==> src/rtl/gol_pattern_loader.sv <==
// Byte-stream command parser that writes cell values into both Game of Life RAM banks
// through the engine's port-B path, holding the engine paused for each write burst.
module gol_pattern_loader #(
    parameter int ADDR_W = 16,
    parameter int CELL_W = 5
) (
    input  logic              i_clk,
    input  logic              i_rst_n,
    input  logic              i_in_valid,
    input  logic [7:0]        i_in_data,
    output logic              o_in_ready,
    output logic              o_hold_req,
    input  logic              i_hold_ack,
    output logic [ADDR_W-1:0] o_addr,
    output logic              o_we0,
    output logic              o_we1,
    output logic [CELL_W-1:0] o_din,
    output logic              o_busy,
    output logic [7:0]        o_err_cnt
);

    typedef enum logic [2:0] {
        S_IDLE,
        S_ARG1,
        S_ARG2,
        S_REQ,
        S_WRITE
    } state_t;

    localparam logic [7:0]  OP_SET_ADDR   = 8'h01;
    localparam logic [7:0]  OP_WRITE_RUN  = 8'h02;
    localparam logic [7:0]  OP_CLEAR      = 8'h03;
    localparam logic [7:0]  OP_WRITE_CELL = 8'h04;
    localparam logic [16:0] REM_ONE       = 17'd1;
    localparam logic [16:0] REM_RUN_MAX   = 17'd256;
    localparam logic [16:0] REM_CLEAR     = 17'h10000;

    state_t              r_state;
    state_t              w_next_state;
    logic [7:0]          r_opcode;
    logic [7:0]          r_arg1;
    logic [ADDR_W-1:0]   r_cursor;
    logic [16:0]         r_remain;
    logic [CELL_W-1:0]   r_value;
    logic                r_we;
    logic [ADDR_W-1:0]   r_addr;
    logic [CELL_W-1:0]   r_din;
    logic                r_hold_req;
    logic                r_busy;
    logic [7:0]          r_err_cnt;
    logic                w_in_ready;
    logic                w_accept;
    logic                w_do_write;

    // in_ready is the only combinational output; it is forced low while reset is held.
    assign w_in_ready = i_rst_n &&
                        ((r_state == S_IDLE) || (r_state == S_ARG1) || (r_state == S_ARG2));
    assign w_accept   = i_in_valid && w_in_ready;
    assign w_do_write = ((r_state == S_REQ) && i_hold_ack) ||
                        ((r_state == S_WRITE) && (r_remain != 17'd0));

    always_ff @(posedge i_clk or negedge i_rst_n) begin
        if (!i_rst_n) begin
            r_state <= S_IDLE;
        end else begin
            r_state <= w_next_state;
        end
    end

    always_comb begin
        w_next_state = r_state;
        case (r_state)
            S_IDLE: begin
                if (w_accept) begin
                    case (i_in_data)
                        OP_SET_ADDR, OP_WRITE_RUN, OP_WRITE_CELL: w_next_state = S_ARG1;
                        OP_CLEAR:                                 w_next_state = S_REQ;
                        default:                                  w_next_state = S_IDLE;
                    endcase
                end
            end
            S_ARG1: begin
                if (w_accept) begin
                    w_next_state = (r_opcode == OP_WRITE_CELL) ? S_REQ : S_ARG2;
                end
            end
            S_ARG2: begin
                if (w_accept) begin
                    w_next_state = (r_opcode == OP_SET_ADDR) ? S_IDLE : S_REQ;
                end
            end
            S_REQ: begin
                if (i_hold_ack) begin
                    w_next_state = S_WRITE;
                end
            end
            S_WRITE: begin
                if (r_remain == 17'd0) begin
                    w_next_state = S_IDLE;
                end
            end
            default: w_next_state = S_IDLE;
        endcase
    end

    // The first write is issued on the edge that samples hold_ack in REQ, so the
    // remaining count reaching zero in WRITE means the burst has finished.
    always_ff @(posedge i_clk or negedge i_rst_n) begin
        if (!i_rst_n) begin
            r_opcode   <= 8'd0;
            r_arg1     <= 8'd0;
            r_cursor   <= '0;
            r_remain   <= 17'd0;
            r_value    <= '0;
            r_we       <= 1'b0;
            r_addr     <= '0;
            r_din      <= '0;
            r_hold_req <= 1'b0;
            r_busy     <= 1'b0;
            r_err_cnt  <= 8'd0;
        end else begin
            r_we       <= w_do_write;
            r_hold_req <= (w_next_state == S_REQ) || (w_next_state == S_WRITE);
            r_busy     <= (w_next_state != S_IDLE);
            if (w_do_write) begin
                r_addr   <= r_cursor;
                r_din    <= r_value;
                r_cursor <= r_cursor + 1'b1;
                r_remain <= r_remain - 17'd1;
            end else if (w_accept) begin
                case (r_state)
                    S_IDLE: begin
                        r_opcode <= i_in_data;
                        if (i_in_data == OP_CLEAR) begin
                            r_remain <= REM_CLEAR;
                            r_value  <= '0;
                            r_cursor <= '0;
                        end else if ((i_in_data != OP_SET_ADDR) &&
                                     (i_in_data != OP_WRITE_RUN) &&
                                     (i_in_data != OP_WRITE_CELL) &&
                                     (r_err_cnt != 8'hFF)) begin
                            r_err_cnt <= r_err_cnt + 8'd1;
                        end
                    end
                    S_ARG1: begin
                        r_arg1 <= i_in_data;
                        if (r_opcode == OP_WRITE_CELL) begin
                            r_value  <= i_in_data[CELL_W-1:0];
                            r_remain <= REM_ONE;
                        end
                    end
                    S_ARG2: begin
                        if (r_opcode == OP_SET_ADDR) begin
                            r_cursor <= ADDR_W'({i_in_data, r_arg1});
                        end else begin
                            r_value  <= i_in_data[CELL_W-1:0];
                            r_remain <= (r_arg1 == 8'd0) ? REM_RUN_MAX : {9'd0, r_arg1};
                        end
                    end
                    default: ;
                endcase
            end
        end
    end

    assign o_in_ready = w_in_ready;
    assign o_hold_req = r_hold_req;
    assign o_addr     = r_addr;
    assign o_we0      = r_we;
    assign o_we1      = r_we;
    assign o_din      = r_din;
    assign o_busy     = r_busy;
    assign o_err_cnt  = r_err_cnt;

endmodule

==> config.mk <==
export PLATFORM = sky130hd
export DESIGN_NAME = gol_pattern_loader
export DESIGN_NICKNAME = d
export VERILOG_FILES = /design/src/rtl/gol_pattern_loader.sv
export SDC_FILE = /design/constraint.sdc
export NUM_CORES = 1
export LEC_CHECK = 0
export ABC_AREA = 1
export CAP_MARGIN = 20
export CORE_MARGIN = 2
export CORE_UTILIZATION = 60
export CTS_CLUSTER_SIZE = 20
export DETAILED_ROUTE_END_ITERATION = 8
export PLACE_DENSITY_LB_ADDON = 0.2
export SYNTH_ARGS = -nofsm -noshare
export SYNTH_HDL_FRONTEND = slang
export SYNTH_SLANG_ARGS = --single-unit
export TNS_END_PERCENT = 100
==> constraint.sdc <==
create_clock -name i_clk -period 3.6 [get_ports i_clk]
set_clock_uncertainty 0.05 [all_clocks]
set_input_delay 0.36 -clock i_clk [delete_from_list [all_inputs] [get_ports i_clk]]
set_output_delay 0.36 -clock i_clk [all_outputs]
set_load 0.005 [all_outputs]
==> metrics <==
initial DRC count=363; grt ovf=0; CTS Buffer Depth=2; layout cell share with drive strength beyond 1=between 5 and 6%; RSZ-0062 raised after global routing=no; Cell Pwr Density=834 nW/um^2; peak supply drop=541 uV; Antenna diodes=0; WL/cell=13.5 microns; aggregate global-route resource usage=between 20% and 30%; Worst-path clk slew=~0.090 ns; final setup vio count=0; area grow syn2layout=14.2%; Root Buffer=clkbuf_8; clock group share of total power=around 14%; Fmax=384 MHz; Routed Antenna Nets=0; post-route minimum period=2.61 ns; number of buffers created by CTS=9; # Post-CTS Setup Buffers=0; WS Path Type=flop to flop; max-slew violation count=0; DP Wirelength=7800 microns; Pleak=~2.9 nW; mean post-synth cell area=7.23 sq um; outcome=complete, no violations; fillers=669; syn nets=686; NumNets Final=728; Initial Utilization=62.4%; first-pass GRT wire length=18,700 microns; die area=8810 sq um; YS warnings=0; drc violations=0; port buffer count=45; flop and latch count out of synthesis=89; sequential fraction of the synthesis area=46.0%; DIE WIDTH=93.9 microns; Final Cycle Share=72.4%; vias=4,373; Yosys cell types=29; top_reg_cell synth=dfrtp_1; worst setup path start=r_remain[0]; worst r2r src=r_remain[0]; number of enable flip-flop cells after synthesis=0; r2r setup slk=0.99 ns; CP endpoint kind=flop; worst slew pin tran=0.904 ns; TritonCTS clock tree=done; worst endpoint required time=3.83 ns; worst skew pair latency=0.35 ns; drt via density=around 5.3; final hold slack=0.394 ns; switch share=45.4%; Syn Inst Count=670; clock sinks=89; H-tree depth=3; internal power=2.52 mW; Die Y=~94 microns; max_cap viols=0; Worst Path Arrival=2.84 ns; final hold vios=0; Fin Setup TNS=0 ns; crit path launch type=flop; DRT Wirelength=between 10,000 and 15,000 microns; gp weighted congestion=about 0.89; initial antenna violation count=0; R2R cell count=14; Critical Path Fanout Max=between 40 and 50; Sequential Power Share=37.9%; Comb pwr share=48.3%; type of the worst min-delay path=primary input to asynchronous set/reset pin; pin count of the biggest net entering global routing=71; I/O pins=46; vias in the first global route=about 4.0k; drt pass-1 iters=5; Net Sw Power=2.10 mW; r2r endpoint=r_remain[0]; site row count=32; core area=7770 sq um; share of synthesized registers carrying an async set or reset=100%; Mapped Area=approximately 4800 sq um; Slew HR=39.7%
-- cells by family after synthesis --
| family | share of synthesized area, % |
|---|---|
| flops | 46.0 |
| fa+ha+maj | 1.03 |
| xor+xnor | 5.06 |
| simple gates | 38.1 |
| compound gates | 4.05 |
| buf+inv | 5.79 |
-- synth_stat cells, types with 3 or more instances --
master | instances | area share, %
nor4_1 | 3 | 0.39
nand4_1 | 7 | 0.90
nand2_4 | 4 | 0.93
nor2_1 | 52 | 4.0
nand3_1 | 49 | 5.1
o21ai_0 | 33 | 3.4
dfrtp_1 | 89 | 46
inv_2 | 3 | 0.23
nand2_1 | 312 | 24
inv_1 | 43 | 3.3
xnor2_1 | 8 | 1.4
ha_1 | 4 | 1.0
nor2_2 | 3 | 0.39
buf_2 | 12 | 1.2
clkbuf_1 | 3 | 0.23
nand2_2 | 4 | 0.52
xor2_1 | 20 | 3.6
nor3_1 | 7 | 0.72
-- placed cells by master, fill, tap and decap left out, drive strengths merged, types with 2 or more instances in the layout --
master         synthesis  layout
ha                     4       4
nand4                  7       7
clkbuf                 3      11
clkinv                 0       2
xnor2                  8       8
dfrtp                 89      89
buf                   15       4
nor4                   3       3
nor2                  55      55
inv                   47      47
nand3                 50      50
o21ai                 33      33
clkdlybuf4s50          0      44
nand2                320     320
clkinvlp               0       2
a21oi                  3       3
nand3b                 2       2
nor3                   8       8
xor2                  20      20
-- power groups by stage --
stage,clock (mW),combinational [mW],sequential [mW]
after CTS,0.644,2.23,1.74
after global placement,0,2.15,1.74
after floorplan,0,1.61,1.67
after detailed placement,0,2.21,1.75
after global routing,0.688,2.52,1.80
final,0.634,2.23,1.75
-- timing repair --
action / CTS / global route
hold buffers: 1 / 0
gates resized for setup: 0 / 0
hold endpoints to repair: 19 / 0
-- registers in the layout, indices dropped and copies added, names as in the netlist --
register,count
o_addr,16
r_cursor,16
r_remain,17
r_arg1,8
o_hold_req,1
r_state,3
r_value,5
o_we0,1
o_din,5
o_err_cnt,8
o_busy,1
r_opcode,8
-- layout make-up --
class / instances / area [sq um] / share of cell area [%]
timing repair buffer: 49 / 480 / 8.69
sequential: 89 / 2230 / 40.3
tap: 102 / 128 / 2.31
clock buffer: 11 / 151 / 2.74
clock inverter: 4 / 28.8 / 0.520
inverter: 47 / 179 / 3.23
multi-input combinational: 516 / 2340 / 42.3
-- through the flow --
step / cells / area (sq um) / utilization [%] / setup WS [ns] / power, mW
floorplan: 670 / 4840 / - / 1.92 / 3.29
global placement: 802 / 5340 / 68.8 / 1.17 / 3.89
detailed placement: 802 / 5340 / 68.8 / 1.03 / 3.95
CTS: 818 / 5530 / 71.2 / 1.03 / 4.61
global route: 818 / 5530 / 71.2 / 0.779 / 5.01
finish: 818 / 5530 / 71.2 / 0.993 / 4.61
-- worst max-delay path: stages (launching register included) --
cell and delay, ns:
dfrtp_1 0.39, inv_1 0.15, ha_1 0.18, inv_1 0.04, nor2_1 0.08, nand2_1 0.05, nor2_1 0.08, nand2_1 0.09
nand2_4 0.10, nand2_4 0.28, inv_4 0.39, nand2_2 0.24, nand2_4 0.24, nand2_1 0.09, nand2_1 0.07
-- layer usage --
metal,track usage (%),up-vias,part of all wire [%]
li1,-,2162,-
met1,38.5,2064,47
met2,42.2,130,47
met3,5.22,17,5.4
met4,6.16,0,1.3
met5,0,-,0
-- worst max-delay path by stage --
stage,end,slack [ns]
6_report,r_remain[0],0.99
4_1_cts,r_remain[0],1.03
2_1_floorplan,r_remain[2],1.92
5_1_grt,r_remain[7],0.78
3_3_place_gp,r_remain[0],1.17
3_5_place_dp,r_remain[6],1.03
Power figures use the tool's default switching activity.
